File: config.mk
export PLATFORM = sky130hd
export DESIGN_NAME = motion_vector_encoder_flat
export DESIGN_NICKNAME = d
export VERILOG_FILES = /design/src/rtl/motion_vector_encoder_pkg.sv /design/src/rtl/motion_vector_encoder_if.sv /design/src/rtl/mv_component_encoder.sv /design/src/rtl/motion_vector_encoder.sv /design/src/flat_wrapper.sv
export SDC_FILE = /design/constraint.sdc
export NUM_CORES = 1
export LEC_CHECK = 0
export CAP_MARGIN = 20
export CORE_MARGIN = 5
export CORE_UTILIZATION = 26
export CTS_BUF_LIST = sky130_fd_sc_hd__clkbuf_2
export CTS_CLUSTER_SIZE = 16
export DETAILED_ROUTE_END_ITERATION = 10
export GPL_TIMING_DRIVEN = 0
export HOLD_SLACK_MARGIN = 0.15
export PLACE_DENSITY = 0.46
export REMOVE_ABC_BUFFERS = 1
export SLEW_MARGIN = 20
export SYNTH_ARGS = -nofsm -noshare
export SYNTH_HDL_FRONTEND = slang
export SYNTH_SLANG_ARGS = --single-unit
File: constraint.sdc
create_clock -name clk -period 23.8 [get_ports clk]
set_input_delay 3.57 -clock clk [delete_from_list [all_inputs] [get_ports clk]]
set_output_delay 3.57 -clock clk [all_outputs]
set_load 0.05 [all_outputs]
File: src/rtl/motion_vector_encoder_pkg.sv
// Shared types for the motion-vector encoder: FSM states, token record and
// the motion_code VLC table.
package mv_pkg;

   localparam int MV_VLC_MAX_LEN = 11;

   typedef enum logic [2:0] {
      S_IDLE,
      S_CALC,
      S_H_MC,
      S_H_RES,
      S_V_MC,
      S_V_RES,
      S_DONE
   } mv_state_t;

   typedef struct packed {
      logic [MV_VLC_MAX_LEN-1:0] code;
      logic [3:0]                len;
   } mv_vlc_t;

   // One bitstream token as handed to the packer.
   typedef struct packed {
      logic [15:0] bits;
      logic [4:0]  len;
   } mv_tok_t;

   // motion_code magnitude + sign -> right-aligned VLC. Every non-zero code is
   // a fixed prefix followed by the sign bit; magnitudes above 16 saturate.
   function automatic mv_vlc_t mv_vlc_lookup(input logic [4:0] mag, input logic sign);
      mv_vlc_t    vlc;
      logic [9:0] prefix;
      logic [3:0] plen;
      prefix = '0;
      plen   = '0;
      case (mag)
         5'd0:    begin prefix = 10'b0;          plen = 4'd0;  end
         5'd1:    begin prefix = 10'b01;         plen = 4'd2;  end
         5'd2:    begin prefix = 10'b001;        plen = 4'd3;  end
         5'd3:    begin prefix = 10'b0001;       plen = 4'd4;  end
         5'd4:    begin prefix = 10'b000011;     plen = 4'd6;  end
         5'd5:    begin prefix = 10'b0000101;    plen = 4'd7;  end
         5'd6:    begin prefix = 10'b0000100;    plen = 4'd7;  end
         5'd7:    begin prefix = 10'b0000011;    plen = 4'd7;  end
         5'd8:    begin prefix = 10'b000001011;  plen = 4'd9;  end
         5'd9:    begin prefix = 10'b000001010;  plen = 4'd9;  end
         5'd10:   begin prefix = 10'b000001001;  plen = 4'd9;  end
         5'd11:   begin prefix = 10'b0000010001; plen = 4'd10; end
         5'd12:   begin prefix = 10'b0000010000; plen = 4'd10; end
         5'd13:   begin prefix = 10'b0000001111; plen = 4'd10; end
         5'd14:   begin prefix = 10'b0000001110; plen = 4'd10; end
         5'd15:   begin prefix = 10'b0000001101; plen = 4'd10; end
         default: begin prefix = 10'b0000001100; plen = 4'd10; end
      endcase
      if (mag == 5'd0) begin
         vlc.code = 11'd1;
         vlc.len  = 4'd1;
      end else begin
         vlc.code = {prefix, sign};
         vlc.len  = plen + 4'd1;
      end
      return vlc;
   endfunction

endpackage

File: src/rtl/motion_vector_encoder_if.sv
// Request / token / result bundle of the motion-vector encoder.
// slave = encoder side, master = motion estimation + packer side.
interface motion_vector_encoder_if;
   logic               in_valid;
   logic               in_ready;
   logic signed [31:0] in_pred_h;
   logic signed [31:0] in_pred_v;
   logic signed [31:0] in_vec_h;
   logic signed [31:0] in_vec_v;
   logic               mvscale;
   logic               tok_valid;
   logic               tok_ready;
   logic [15:0]        tok_bits;
   logic [4:0]         tok_len;
   logic signed [31:0] out_pred_h;
   logic signed [31:0] out_pred_v;
   logic               done;
   logic               err;

   modport slave (
      input  in_valid, in_pred_h, in_pred_v, in_vec_h, in_vec_v, mvscale, tok_ready,
      output in_ready, tok_valid, tok_bits, tok_len, out_pred_h, out_pred_v, done, err
   );

   modport master (
      output in_valid, in_pred_h, in_pred_v, in_vec_h, in_vec_v, mvscale, tok_ready,
      input  in_ready, tok_valid, tok_bits, tok_len, out_pred_h, out_pred_v, done, err
   );
endinterface

File: src/rtl/mv_component_encoder.sv
// One motion-vector component: wrapped differential -> motion_code VLC and
// fixed-length residual. Purely combinational.
module mv_component_encoder
   import mv_pkg::*;
#(
   parameter int R_SIZE = 1
) (
   input  logic signed [31:0]         pred,
   input  logic signed [31:0]         vec,
   output logic signed [5:0]          mcode,
   output logic [MV_VLC_MAX_LEN-1:0]  vlc_bits,
   output logic [3:0]                 vlc_len,
   output logic [7:0]                 res_bits,
   output logic [3:0]                 res_len,
   output logic                       has_residual
);
   localparam int                 F        = 1 << R_SIZE;
   localparam int                 DMV_MAX  = 16 * F - 1;
   localparam int                 DMV_MIN  = -16 * F;
   localparam logic signed [31:0] SPAN     = 32'(32 * F);
   localparam logic [31:0]        ROUND    = 32'(F - 1);
   localparam logic [7:0]         RES_MASK = 8'(F - 1);

   logic signed [31:0] diff;
   logic signed [31:0] dmv;
   logic               neg;
   logic [31:0]        abs_dmv;
   logic [31:0]        temp;
   logic [31:0]        mag;
   logic [4:0]         mag_sat;
   mv_vlc_t            vlc;

   // Wrap the differential into the f_code window, then split into code/residual.
   always_comb begin
      diff = vec - pred;
      if (diff > DMV_MAX) begin
         dmv = diff - SPAN;
      end else if (diff < DMV_MIN) begin
         dmv = diff + SPAN;
      end else begin
         dmv = diff;
      end
      neg     = dmv[31];
      abs_dmv = neg ? -dmv : dmv;
      temp    = abs_dmv + ROUND;
      mag     = temp >> R_SIZE;
      mag_sat = (mag > 32'd16) ? 5'd16 : mag[4:0];
      vlc     = mv_vlc_lookup(mag_sat, neg);
   end

   assign mcode        = neg ? -$signed({1'b0, mag_sat}) : $signed({1'b0, mag_sat});
   assign vlc_bits     = vlc.code;
   assign vlc_len      = vlc.len;
   assign res_bits     = temp[7:0] & RES_MASK;
   assign res_len      = 4'(R_SIZE);
   assign has_residual = (R_SIZE != 0);

endmodule

File: src/rtl/motion_vector_encoder.sv
// Motion-vector encoder: accepts one (h,v) vector with its prediction and emits
// MSB-first VLC tokens (h code, h residual, v code, v residual) to the packer.
// Optional: MV_ENC_RANGE_CHECK_EN adds a sticky out-of-range flag on err.
module motion_vector_encoder
   import mv_pkg::*;
#(
   parameter int H_R_SIZE = 1,
   parameter int V_R_SIZE = 1
) (
   input logic                    clk,
   input logic                    rst,
   motion_vector_encoder_if.slave bus
);
   mv_state_t          state_reg, state_next;
   logic signed [31:0] pred_h_reg, vec_h_reg, pred_v_reg, vec_v_reg;
   logic               mvscale_reg;
   logic signed [31:0] out_pred_h_reg, out_pred_v_reg;
   logic signed [31:0] pred_c [2];
   logic signed [31:0] vec_c  [2];
   mv_tok_t            mc_tok [2];
   mv_tok_t            res_tok[2];
   logic [1:0]         res_en;

   // Field/frame scaling halves the vertical pair before differencing.
   assign pred_c[0] = pred_h_reg;
   assign vec_c[0]  = vec_h_reg;
   assign pred_c[1] = mvscale_reg ? (pred_v_reg >>> 1) : pred_v_reg;
   assign vec_c[1]  = mvscale_reg ? (vec_v_reg >>> 1) : vec_v_reg;

   // Component encoders (0 = horizontal, 1 = vertical) with their token registers.
   genvar gi;
   generate
      for (gi = 0; gi < 2; gi++) begin : g_comp
         localparam int R = (gi == 0) ? H_R_SIZE : V_R_SIZE;
         logic signed [5:0]          mcode;
         logic [MV_VLC_MAX_LEN-1:0]  vlc_bits;
         logic [3:0]                 vlc_len, res_len;
         logic [7:0]                 res_bits;
         logic                       has_residual;
         mv_tok_t                    mc_tok_reg, res_tok_reg;
         logic                       res_en_reg;

         mv_component_encoder #(.R_SIZE(R)) u_enc (
            .pred         (pred_c[gi]),
            .vec          (vec_c[gi]),
            .mcode        (mcode),
            .vlc_bits     (vlc_bits),
            .vlc_len      (vlc_len),
            .res_bits     (res_bits),
            .res_len      (res_len),
            .has_residual (has_residual)
         );

         // Latch this component's tokens once, in S_CALC; a zero code carries no residual.
         always_ff @(posedge clk) begin
            if (rst) begin
               mc_tok_reg  <= '0;
               res_tok_reg <= '0;
               res_en_reg  <= 1'b0;
            end else if (state_reg == S_CALC) begin
               mc_tok_reg  <= '{bits: {5'd0, vlc_bits}, len: {1'b0, vlc_len}};
               res_tok_reg <= '{bits: {8'd0, res_bits}, len: {1'b0, res_len}};
               res_en_reg  <= has_residual && (mcode != 6'sd0);
            end
         end

         assign mc_tok[gi]  = mc_tok_reg;
         assign res_tok[gi] = res_tok_reg;
         assign res_en[gi]  = res_en_reg;
      end
   endgenerate

   // Capture the request at accept; update predictions in S_CALC.
   always_ff @(posedge clk) begin
      if (rst) begin
         pred_h_reg     <= '0;
         vec_h_reg      <= '0;
         pred_v_reg     <= '0;
         vec_v_reg      <= '0;
         mvscale_reg    <= 1'b0;
         out_pred_h_reg <= '0;
         out_pred_v_reg <= '0;
      end else begin
         if (state_reg == S_IDLE && bus.in_valid) begin
            pred_h_reg  <= bus.in_pred_h;
            vec_h_reg   <= bus.in_vec_h;
            pred_v_reg  <= bus.in_pred_v;
            vec_v_reg   <= bus.in_vec_v;
            mvscale_reg <= bus.mvscale;
         end
         if (state_reg == S_CALC) begin
            out_pred_h_reg <= vec_h_reg;
            out_pred_v_reg <= mvscale_reg ? (vec_c[1] <<< 1) : vec_v_reg;
         end
      end
   end

   // FSM state register.
   always_ff @(posedge clk) begin
      if (rst) begin
         state_reg <= S_IDLE;
      end else begin
         state_reg <= state_next;
      end
   end

   // Next state and token output mux; one state advance per token handshake.
   always_comb begin
      state_next    = state_reg;
      bus.in_ready  = 1'b0;
      bus.tok_valid = 1'b0;
      bus.tok_bits  = '0;
      bus.tok_len   = '0;
      bus.done      = 1'b0;
      case (state_reg)
         S_IDLE: begin
            bus.in_ready = 1'b1;
            if (bus.in_valid) state_next = S_CALC;
         end
         S_CALC: state_next = S_H_MC;
         S_H_MC: begin
            bus.tok_valid = 1'b1;
            bus.tok_bits  = mc_tok[0].bits;
            bus.tok_len   = mc_tok[0].len;
            if (bus.tok_ready) state_next = res_en[0] ? S_H_RES : S_V_MC;
         end
         S_H_RES: begin
            bus.tok_valid = 1'b1;
            bus.tok_bits  = res_tok[0].bits;
            bus.tok_len   = res_tok[0].len;
            if (bus.tok_ready) state_next = S_V_MC;
         end
         S_V_MC: begin
            bus.tok_valid = 1'b1;
            bus.tok_bits  = mc_tok[1].bits;
            bus.tok_len   = mc_tok[1].len;
            if (bus.tok_ready) state_next = res_en[1] ? S_V_RES : S_DONE;
         end
         S_V_RES: begin
            bus.tok_valid = 1'b1;
            bus.tok_bits  = res_tok[1].bits;
            bus.tok_len   = res_tok[1].len;
            if (bus.tok_ready) state_next = S_DONE;
         end
         S_DONE: begin
            bus.done   = 1'b1;
            state_next = S_IDLE;
         end
         default: state_next = S_IDLE;
      endcase
   end

   assign bus.out_pred_h = out_pred_h_reg;
   assign bus.out_pred_v = out_pred_v_reg;

`ifdef MV_ENC_RANGE_CHECK_EN
   logic [1:0] oor;
   logic       err_reg;

   for (gi = 0; gi < 2; gi++) begin : g_range
      localparam int RF = 1 << ((gi == 0) ? H_R_SIZE : V_R_SIZE);
      assign oor[gi] = (vec_c[gi] > 16 * RF - 1) || (vec_c[gi] < -16 * RF);
   end

   // Sticky flag for a (scaled) vector outside the codable window.
   always_ff @(posedge clk) begin
      if (rst) begin
         err_reg <= 1'b0;
      end else if (state_reg == S_CALC && oor != 2'b00) begin
         err_reg <= 1'b1;
      end
   end

   assign bus.err = err_reg;
`else
   assign bus.err = 1'b0;
`endif

endmodule

File: src/flat_wrapper.sv
// flat-port wrapper written by rule: the top's interface ports become plain ports
module motion_vector_encoder_flat import mv_pkg::*;
#(
   parameter int H_R_SIZE = 1,
   parameter int V_R_SIZE = 1
)
  (clk, rst, bus_in_valid, bus_in_pred_h, bus_in_pred_v, bus_in_vec_h, bus_in_vec_v, bus_mvscale, bus_tok_ready, bus_in_ready, bus_tok_valid, bus_tok_bits, bus_tok_len, bus_out_pred_h, bus_out_pred_v, bus_done, bus_err);
  motion_vector_encoder_if bus_i ();
  input logic clk;
  input logic rst;
  input wire logic [$bits(bus_i.in_valid)-1:0] bus_in_valid;
  input wire logic [$bits(bus_i.in_pred_h)-1:0] bus_in_pred_h;
  input wire logic [$bits(bus_i.in_pred_v)-1:0] bus_in_pred_v;
  input wire logic [$bits(bus_i.in_vec_h)-1:0] bus_in_vec_h;
  input wire logic [$bits(bus_i.in_vec_v)-1:0] bus_in_vec_v;
  input wire logic [$bits(bus_i.mvscale)-1:0] bus_mvscale;
  input wire logic [$bits(bus_i.tok_ready)-1:0] bus_tok_ready;
  output wire logic [$bits(bus_i.in_ready)-1:0] bus_in_ready;
  output wire logic [$bits(bus_i.tok_valid)-1:0] bus_tok_valid;
  output wire logic [$bits(bus_i.tok_bits)-1:0] bus_tok_bits;
  output wire logic [$bits(bus_i.tok_len)-1:0] bus_tok_len;
  output wire logic [$bits(bus_i.out_pred_h)-1:0] bus_out_pred_h;
  output wire logic [$bits(bus_i.out_pred_v)-1:0] bus_out_pred_v;
  output wire logic [$bits(bus_i.done)-1:0] bus_done;
  output wire logic [$bits(bus_i.err)-1:0] bus_err;
  assign bus_i.in_valid = bus_in_valid;
  assign bus_i.in_pred_h = bus_in_pred_h;
  assign bus_i.in_pred_v = bus_in_pred_v;
  assign bus_i.in_vec_h = bus_in_vec_h;
  assign bus_i.in_vec_v = bus_in_vec_v;
  assign bus_i.mvscale = bus_mvscale;
  assign bus_i.tok_ready = bus_tok_ready;
  assign bus_in_ready = bus_i.in_ready;
  assign bus_tok_valid = bus_i.tok_valid;
  assign bus_tok_bits = bus_i.tok_bits;
  assign bus_tok_len = bus_i.tok_len;
  assign bus_out_pred_h = bus_i.out_pred_h;
  assign bus_out_pred_v = bus_i.out_pred_v;
  assign bus_done = bus_i.done;
  assign bus_err = bus_i.err;
  motion_vector_encoder #(.H_R_SIZE(H_R_SIZE), .V_R_SIZE(V_R_SIZE)) u_core (.clk(clk), .rst(rst), .bus(bus_i));
endmodule
# Word level (Yosys, flattened, before mapping)
# Memory sizes are Yosys's and may differ from the RTL's.
# Index checks and enable logic that the tools add are counted.
# word_totals
ff_bits	231
romBits	288
in_bits	133
output_inout_bits	89
elab_cells	89
memories	2
# classes
add_sub_neg	14
order_cmp	6
n_eq_ne	11
muxes	30
n_reduce_logical	9
# mem_list
memory	depth	word_bits	rd	rd_ports_with_merged_regs	wr	line	rtl
(no name shown)	16	9	1	0	0	motion_vector_encoder_pkg.sv:36	case (mag)
(no name shown)	16	9	1	0	0	motion_vector_encoder_pkg.sv:36	
# op_table
op	count
32-bit 2-to-1 mux	7
32-bit by 1-bit adder with 32-bit output (second input constant)	2
32-bit by 8-bit adder with 32-bit output (second input constant)	2
32-bit by 6-bit greater-than comparator with 1-bit output (second input constant)	2
32-bit by 6-bit less-than comparator with 1-bit output (second input constant)	2
32-bit negator	2
32-bit subtractor	2
32-bit by 8-bit subtractor with 32-bit output (second input constant)	2
31-bit by 5-bit greater-than comparator with 1-bit output (second input constant)	2
31-bit 2-to-1 mux	2
11-bit case mux with 4 select lines	1
15-bit 2-to-1 mux	2
14-bit 2-to-1 mux	2
3-bit 2-to-1 mux	6
3-bit case mux with 6 select lines	1
6-bit 2-to-1 mux	2
5-bit negator with 6-bit output	2
4-bit case mux with 3 select lines	1
6-bit nonzero test	2
5-bit zero test	2
5-bit 2-to-1 mux	2
2-bit != test (second input constant)	5
3-bit == test (second input constant)	3
4-bit by 1-bit adder with 4-bit output (second input constant)	2
other kinds (9)	12

# Logic depth before layout (Yosys ltp)
# Gate-level depths: netlist of the first run.
# An unclocked memory read counts as a cell.
# depth
depth_word	14
depth_mapped	46
ltp_nobuf	41

# Hierarchy
# Synthesis of the first run repeated with hierarchy kept, for this count alone.
# hier_totals
cells_unflattened	3240
hier_area_um2	23218.5
# modules_own_cells
mod	n_inst	cells_each	area_each_um2	seq_area_each_um2
motion_vector_encoder	1	1243	9943.3	5044.8
mv_component_encoder (u_core.g_comp[0].u_enc)	1	1008	6655.1	0.0
mv_component_encoder (u_core.g_comp[1].u_enc)	1	989	6620.1	0.0

# Worst setup path before layout of the first run
# Ideal clock, no wire load.
# synth_timing
path_type	flip-flop to flip-flop
start	register u_core.mvscale_reg
end	register u_core.g_comp[1].mc_tok_reg[6] in the netlist's numbering
setup_ns	0.070
arrival_time_ns	9.356
t_required_ns	23.730
path_slack_ns	14.374
stages_incl_launch_ff	42
path_buffers	6
synth_period_minus_slack_ns	9.426
path_cell_list	dfxtp_1 > clkbuf_1 > clkbuf_1 > mux2_2 > fa_1 > a211oi_1 > o21bai_1 > buf_2 > a2111oi_0 > a311oi_1 > a2111oi_0 > nand2_1 > nor3_1 > a31oi_1 > a31oi_1 > clkbuf_1 > clkbuf_1 > nand2_1 > [... 6 more ...] > a41o_1 > xnor2_1 > a31oi_1 > nor3_1 > nand3_1 > or3_1 > a2111oi_0 > o2111ai_1 > buf_2 > nor2_1 > inv_1 > ha_1 > o21a_1 > ha_1 > nor2_1 > o2111ai_1 > or3_1 > a21oi_1
# synth_via
elab_chain_cells	13
word_cells_on_any_way	18
classes_between	5 x add/sub; 3 x order compare; 8 x mux; 1 x reduce/logical; 1 x memory
# synth_rtl
element	line	rtl
from (decl)	motion_vector_encoder.sv:16	logic mvscale_reg;
from (signal assigned)	motion_vector_encoder.sv:89	mvscale_reg <= bus.mvscale;
31-bit 2-to-1 mux (on tied branches)	motion_vector_encoder.sv:28, motion_vector_encoder.sv:27	
32-bit subtractor *	mv_component_encoder.sv:35	diff = vec - pred;
32-bit by 8-bit adder with 32-bit output / 32-bit by 6-bit less-than comparator with 1-bit output (equally long branches)	mv_component_encoder.sv:39, mv_component_encoder.sv:38	
32-bit 2-to-1 mux	mv_component_encoder.sv:38	end else if (diff < DMV_MIN) begin
32-bit 2-to-1 mux *	mv_component_encoder.sv:36	if (diff > DMV_MAX) begin
32-bit negator	mv_component_encoder.sv:44	abs_dmv = neg ? -dmv : dmv;
32-bit 2-to-1 mux *	mv_component_encoder.sv:44	
32-bit by 1-bit adder with 32-bit output *	mv_component_encoder.sv:45	temp = abs_dmv + ROUND;
31-bit by 5-bit greater-than comparator with 1-bit output	mv_component_encoder.sv:47	mag_sat = (mag > 32'd16) ? 5'd16 : mag[4:0];
5-bit 2-to-1 mux *	mv_component_encoder.sv:47	
memory read 16 x 9 bit	n/a	
14-bit 2-to-1 mux	motion_vector_encoder_pkg.sv:36	
15-bit 2-to-1 mux *	motion_vector_encoder_pkg.sv:55	if (mag == 5'd0) begin
to (signal assigned)	motion_vector_encoder.sv:61	mc_tok_reg <= '{bits: {5'd0, vlc_bits}, len: {1'b0, vlc_len}};
to (decl)	motion_vector_encoder.sv:40	mv_tok_t mc_tok_reg, res_tok_reg;
# Every way passes the cells marked *; elsewhere a longest branch is shown, timed or not.
# A chain may end at the register's enable or synchronous reset.

# Worst setup path after layout of the first run
# layout_timing
start	register u_core.vec_h_reg[0]
end	register u_core.g_comp[0].mc_tok_reg[2] in the netlist's numbering
# layout_via
elab_chain_cells	13
word_cells_on_any_way	17
classes_between	6 x add/sub; 3 x order compare; 6 x mux; 1 x reduce/logical; 1 x memory
# layout_rtl
element	line	rtl
from (decl)	motion_vector_encoder.sv:15	logic signed [31:0] pred_h_reg, vec_h_reg, pred_v_reg, vec_v_reg;
from (signal assigned)	motion_vector_encoder.sv:86	vec_h_reg <= bus.in_vec_h;
32-bit subtractor *	mv_component_encoder.sv:35	
32-bit by 8-bit adder with 32-bit output / 32-bit by 6-bit less-than comparator with 1-bit output (equally long branches)	mv_component_encoder.sv:39, mv_component_encoder.sv:38	
32-bit 2-to-1 mux	mv_component_encoder.sv:38	
32-bit 2-to-1 mux *	mv_component_encoder.sv:36	
32-bit negator	mv_component_encoder.sv:44	
32-bit 2-to-1 mux *	mv_component_encoder.sv:44	
32-bit by 1-bit adder with 32-bit output *	mv_component_encoder.sv:45	
31-bit by 5-bit greater-than comparator with 1-bit output	mv_component_encoder.sv:47	
5-bit 2-to-1 mux *	mv_component_encoder.sv:47	
memory read 16 x 9 bit	n/a	
14-bit 2-to-1 mux	motion_vector_encoder_pkg.sv:36	
4-bit by 1-bit adder with 4-bit output	motion_vector_encoder_pkg.sv:60	vlc.len = plen + 4'd1;
15-bit 2-to-1 mux *	motion_vector_encoder_pkg.sv:55	
to (signal assigned)	motion_vector_encoder.sv:61	
to (decl)	motion_vector_encoder.sv:40	
# Marked as above.

==> metrics.cfg, run 1 <==
[setup_path]
startpoint=u_core.vec_h_reg[0]$_SDFFE_PP0P_
cpMostUsedCell=ha_1
r2r_start=u_core.vec_h_reg[0]$_SDFFE_PP0P_
worstPathRequired_ns=24.78
rr_endpoint=u_core.g_comp[0].mc_tok_reg[2]$_SDFFE_PP0P_
worst_setup_path_start_kind=flop
cpMaxStageDelayCell=nor4_1
path_class=flop to flop
crit_fanout=11
critPathArrivalTime_ns=13.30
cp-endpoint=u_core.g_comp[0].mc_tok_reg[2]$_SDFFE_PP0P_
cp-end-kind=flop
r2r_slack_ns=11.48
reg2regPathDepth=32
cpPeakStageDelay_ns=0.98

[cts]
cts_max_level=3
clockRootBuffer=clkbuf_2
cts_setup_buffers=0
cts_buffers=71
cts_resized=0
cts.sinks=221
worstSkewPairLatency_ns=1.10
clkTransAtPathRegs_ns=0.08
cts_tree=done
cts_max_path_buffers=3
cts_hold_buf=0

[yosys]
yosys.cell_types.count=130
synth_area_leaders=dfxtp_1 20%, nand2_1 10%, a21oi_1 7.7%
ys_async_sr_fraction=0
synth-main-ff-cell=dfxtp_1
synth.avg_cell_area_um2=7.017
ys_ff_latch=221
yosys.area.top_type_share=0.1991
ys_warn_count=0
synth_edf_count=0
synthCells=3167
yosysSeqAreaShare=0.1991
synthesis.area_um2=22220
synth_largest_area_cell=dfxtp_1

[final_layout]
multi_input_area_um2=16800
n_fill_cell=9490
drive_gt1_frac=0.08677
seq_area_um2=4428
syn2layout_area_growth_pct=17.47
nets=3518

[placement]
hpwl_mm=70.30
gp_congestion=0.9598
port_buffers=209

[sta]
worst_clock_skew_ns=0.06903
rsz0062_at_grt=no
finalCriticalPeriod_ns=12.32
setup_viol=0
finalHoldViolCount=0
slew_headroom=0.2524
period_share=0.5178
drv_slew=0
tns_ns=0
whs_ns=0.4545
worstMarginPinSlew_ns=1.113
fmax_mhz=81.15

[global_route]
grt_first_pass_wirelength_mm=138.2
grt_max_degree=113
grt-ovfl-total=0
antenna_found_initial=4
grt_pass1_vias=23360
grt_usage=0.1893

[route]
route.vias.total=24360
drtAntennaViolNets=0
drtIter0Drc=1818
firstDrtPassIters=6
drt-total-wl_mm=90.30
drt-wirelength-per-cell_um=20.12
viasPerCell=5.427
drcViolationCount=0

[floorplanning]
die_w_um=302.4
core.rowCount=107
dieArea_um2=91420
io_pins=222
start_util=0.2614
die_h_um=302.4
core_area_um2=85010

[hold_path]
hp-class=flop to flop

[flow_run]
maxCapViolCount=0

[run_status]
status=finished, final reports clean

cell type report:
type	count	area share
clock inverter	23	0.006470
antenna	3	0.0002876
clock buffer	97	0.01860
timing repair buffer	229	0.09470
sequential	221	0.1696
inverter	82	0.01179
multi-input combinational	2690	0.6437
tap	1144	0.05483
synthesized netlist by cell type (all sizes together) (50+ instances only):
library cell / instances
xnor2: 91
dfxtp: 221
clkbuf: 150
o21ai: 123
ha: 88
mux2i: 58
inv: 82
nor3: 109
nand3: 93
nor4: 53
nor2: 211
nand2: 610
a21oi: 342
xor2: 50
nand4: 63
cell families (layout without fill, tap and decap cells):
logic type / Yosys count / after routing / synth area share
AO/OA/AOI/OAI: 922 / 922 / 0.2773
XOR/XNOR: 142 / 142 / 0.06047
adder cells (fa/ha/maj): 90 / 90 / 0.05135
buffers and inverters: 267 / 431 / 0.05230
flip-flops: 221 / 221 / 0.1991
multiplexers: 96 / 96 / 0.04538
other: 1 / 15 / 0.0001687
AND/OR/NAND/NOR: 1428 / 1428 / 0.3139
worst max-delay path, delay by kind of cell, from the launching register on:
kind / cells / cell delay [ns]
xor+xnor: 1 / 0.80
fa+ha+maj: 5 / 1.58
compound gates: 7 / 2.35
simple gates: 18 / 7.08
buf+inv: 1 / 0.05
flops: 1 / 0.37
cells in the final DEF, fill, tap and decap left out, drive strengths merged, types with 31 or more instances in the layout:
cell	n
xnor2	91
ha	88
or3	44
nand3	93
dfxtp	221
and3	40
o21ai	123
clkdlybuf4s50	208
clkbuf	97
nand2	610
a21o	31
nor4	53
nor3	109
nor2	211
a21oi	342
mux2	38
a211oi	31
and2	45
nand4	63
inv	85
mux2i	58
xor2	50
a31oi	34
metrics by stage:
stage / instance area, µm² / utilization / instances / setup slack, ns
final: 26110 / 0.3071 / 4489 / 11.48
after global routing: 26110 / 0.3071 / 4489 / 10.87
after CTS: 26100 / 0.3070 / 4486 / 11.74
after detailed placement: 25440 / 0.2993 / 4366 / 11.78
after global placement: 24930 / 0.2933 / 4346 / 8.393
after floorplan: 21410 / - / 2993 / 12.92
layer usage:
| metal | GRT usage | up-vias | wire length (µm) |
|---|---|---|---|
| li1 | - | 12010 | - |
| met1 | 0.2486 | 11550 | 40450 |
| met2 | 0.3178 | 669 | 42450 |
| met3 | 0.03108 | 137 | 4849 |
| met4 | 0.06022 | 2 | 2533 |
| met5 | 0 | - | 13 |
worst min-delay path by stage:
| stage | start | endpoint | slack [ns] | depth (start not counted) |
|---|---|---|---|---|
| global placement | u_core.g_comp[1].mc_tok_reg[7]$_SDFFE_PP0P_ | u_core.g_comp[1].mc_tok_reg[7]$_SDFFE_PP0P_ | 0.44 | 2 |
| CTS | u_core.pred_h_reg[8]$_SDFFE_PP0P_ | u_core.pred_h_reg[8]$_SDFFE_PP0P_ | 0.46 | 2 |
| finish | u_core.g_comp[0].mc_tok_reg[6]$_SDFFE_PP0P_ | u_core.g_comp[0].mc_tok_reg[6]$_SDFFE_PP0P_ | 0.45 | 2 |
| detailed placement | u_core.vec_v_reg[0]$_SDFFE_PP0P_ | u_core.vec_v_reg[0]$_SDFFE_PP0P_ | 0.45 | 2 |
| global route | u_core.pred_h_reg[25]$_SDFFE_PP0P_ | u_core.pred_h_reg[25]$_SDFFE_PP0P_ | 0.47 | 2 |
| floorplan | u_core.g_comp[0].mc_tok_reg[3]$_SDFFE_PP0P_ | u_core.g_comp[0].mc_tok_reg[3]$_SDFFE_PP0P_ | 0.43 | 2 |
Power of run 1 is not shown: default switching activity piles up to over one toggle a cycle in this logic, so the estimate is an artifact.
==> inputs of run 2 (changes only) <==
Settings changed: PLACE_DENSITY 0.46 to 0.47.
Clock period 23.8 ns to 11.16 ns, I/O delays scaled along.
==> metrics.cfg, run 2 (synthesis gave the netlist of run 1 again) <==
[sta]
period_share=0.9545  ; +0.4367
rsz0062_at_grt=yes
worstMarginPinSlew_ns=1.019  ; -0.09364 ns
finalHoldViolCount=0  ; unchanged
drv_slew=0  ; unchanged
slew_headroom=0.3164  ; +0.06404
fmax_mhz=93.88  ; +16%
setup_viol=0  ; unchanged
finalCriticalPeriod_ns=10.65  ; -1.671 ns
worst_clock_skew_ns=0.1504  ; +0.08137 ns

[setup_path]
cpMaxStageDelayCell=nor3_1
worst_setup_path_start_kind=flop
path_class=flop to flop
cpPeakStageDelay_ns=0.75  ; -0.23 ns
critPathArrivalTime_ns=11.63  ; -1.67 ns
worstPathRequired_ns=12.14  ; -12.64 ns
crit_fanout=12  ; +1
reg2regPathDepth=31  ; -3.1%
cp-end-kind=flop
cpMostUsedCell=nand2_1

[placement]
gp_congestion=0.9646  ; +0.50%
postPlaceCellArea_um2=25420  ; about the same
hpwl_mm=69.05  ; -1.8%
port_buffers=209  ; unchanged

[floorplanning]
die_w_um=302.4  ; unchanged
die_h_um=302.4  ; unchanged
start_util=0.2614  ; unchanged
dieArea_um2=91420  ; unchanged
io_pins=222  ; unchanged
core.rowCount=107  ; unchanged
core_area_um2=85010  ; unchanged

[global_route]
grt-busiest-layer=met2
antenna_found_initial=5  ; +1
grt-ovfl-total=0  ; unchanged
met1_usage=0.2470  ; -0.001598
grt_max_degree=114  ; +0.88%
met2_usage=0.3121  ; -0.005724
use_met3=0.03072  ; -0.0003589
grt_usage=0.1882  ; -0.001092
grt_pass1_vias=23300  ; -0.28%
grt_first_pass_wirelength_mm=137.5  ; -0.47%

[final_layout]
syn2layout_area_growth_pct=19.25
drive_gt1_frac=0.1017  ; +0.01490
mostFrequentLayoutCell=nand2_1
n_fill_cell=9493  ; +0.032%
final_cell_mix=607 x nand2_1, 338 x a21oi_1, 220 x dfxtp_1
fin_area_um2=26500  ; +1.5%
nets=3533  ; +0.43%

[route]
drtIter0Drc=1715  ; -5.7%
viasPerCell=5.431  ; about the same
route.vias.total=24440  ; +0.32%
drt-wirelength-per-cell_um=19.84  ; -1.4%
firstDrtPassIters=6  ; unchanged
drt-total-wl_mm=89.27  ; -1.1%
drcViolationCount=0  ; unchanged
drtAntennaViolNets=0  ; unchanged

[flow_run]
maxCapViolCount=0  ; unchanged

[cts]
worstSkewPairLatency_ns=1.17  ; +0.07 ns
cts_max_level=3  ; unchanged
clockRootBuffer=clkbuf_2
cts_max_path_buffers=3  ; unchanged
clkTransAtPathRegs_ns=0.09  ; about the same
cts_tree=done
cts_buffers=68  ; -4.2%
cts.sinks=221  ; unchanged

[run_status]
status=finished, final reports clean

[hold_path]
hp-class=flop to flop
holdPathStages=2  ; unchanged

[run 2: cell types whose count changed in the layout (fill, tap and decap cells not counted), sizes merged]
| cell | change |
|---|---|
| diode | -1 |
| buf | +18 |
| clkbuf | -1 |
| clkinv | -6 |
| clkinvlp | +2 |
| bufinv | -1 |
[run 2: repair_timing]
item	4_1_cts	5_1_grt
hold buffers	0	0
pin swaps	0	8
gates resized for setup	10	36
buffers inserted	0	21
endpoints found under the setup margin	18	22
gates cloned	0	0
[run 2: area by class of cell]
class	instances	area, µm²	area share
timing repair buffer	247	2634	0.09938
clock buffer	96	480.5	0.01813
multi-input combinational	2690	17090	0.6450
tap	1144	1431	0.05401
clock inverter	18	122.6	0.004627
inverter	82	307.8	0.01161
antenna	2	5.005	0.0001888
sequential	221	4428	0.1671
[run 2: path summary, 6_finish.rpt]
check | startpoint | end | slack [ns]
worst max-delay path | u_core.vec_h_reg[0]$_SDFFE_PP0P_ | u_core.g_comp[0].mc_tok_reg[2]$_SDFFE_PP0P_ | 0.51
worst min register to register | u_core.vec_h_reg[26]$_SDFFE_PP0P_ | u_core.bus.out_pred_h[26]$_SDFFE_PP0P_ | 0.42
worst min-delay path | u_core.vec_h_reg[26]$_SDFFE_PP0P_ | u_core.bus.out_pred_h[26]$_SDFFE_PP0P_ | 0.42
worst max register to register | u_core.vec_h_reg[0]$_SDFFE_PP0P_ | u_core.g_comp[0].mc_tok_reg[2]$_SDFFE_PP0P_ | 0.51
[run 2: stage by stage]
stage | cells | setup TNS (ns) | hold slack (ns) | utilization | setup slack [ns]
floorplan | 2993 | 0 | 0.4255 | - | 0.2786
global placement | 4346 | -60.51 | 0.4406 | 0.2933 | -4.225
detailed placement | 4363 | -5.216 | 0.4459 | 0.2991 | -1.050
CTS | 4477 | 0 | 0.3888 | 0.3069 | 0.06600
global route | 4500 | -0.08509 | 0.4401 | 0.3118 | -0.08509
finish | 4500 | 0 | 0.4244 | 0.3118 | 0.5083
[run 2: layer usage]
metal | part of all wire | wire, µm
met5 | 0.00015 | 13
met4 | 0.036 | 3192
met3 | 0.051 | 4568
met2 | 0.47 | 41520
met1 | 0.45 | 39980
[run 2: critical path, delay by kind of cell, from the launching register on]
family                   cells  cell delay, ns
AND/OR/NAND/NOR             15            5.17
AO/OA/AOI/OAI                9            2.72
adder cells (fa/ha/maj)      4            1.26
XOR/XNOR                     2            0.87
flip-flops                   1            0.40
buffers and inverters        1            0.11
Power of run 2 is left out for the same reason.
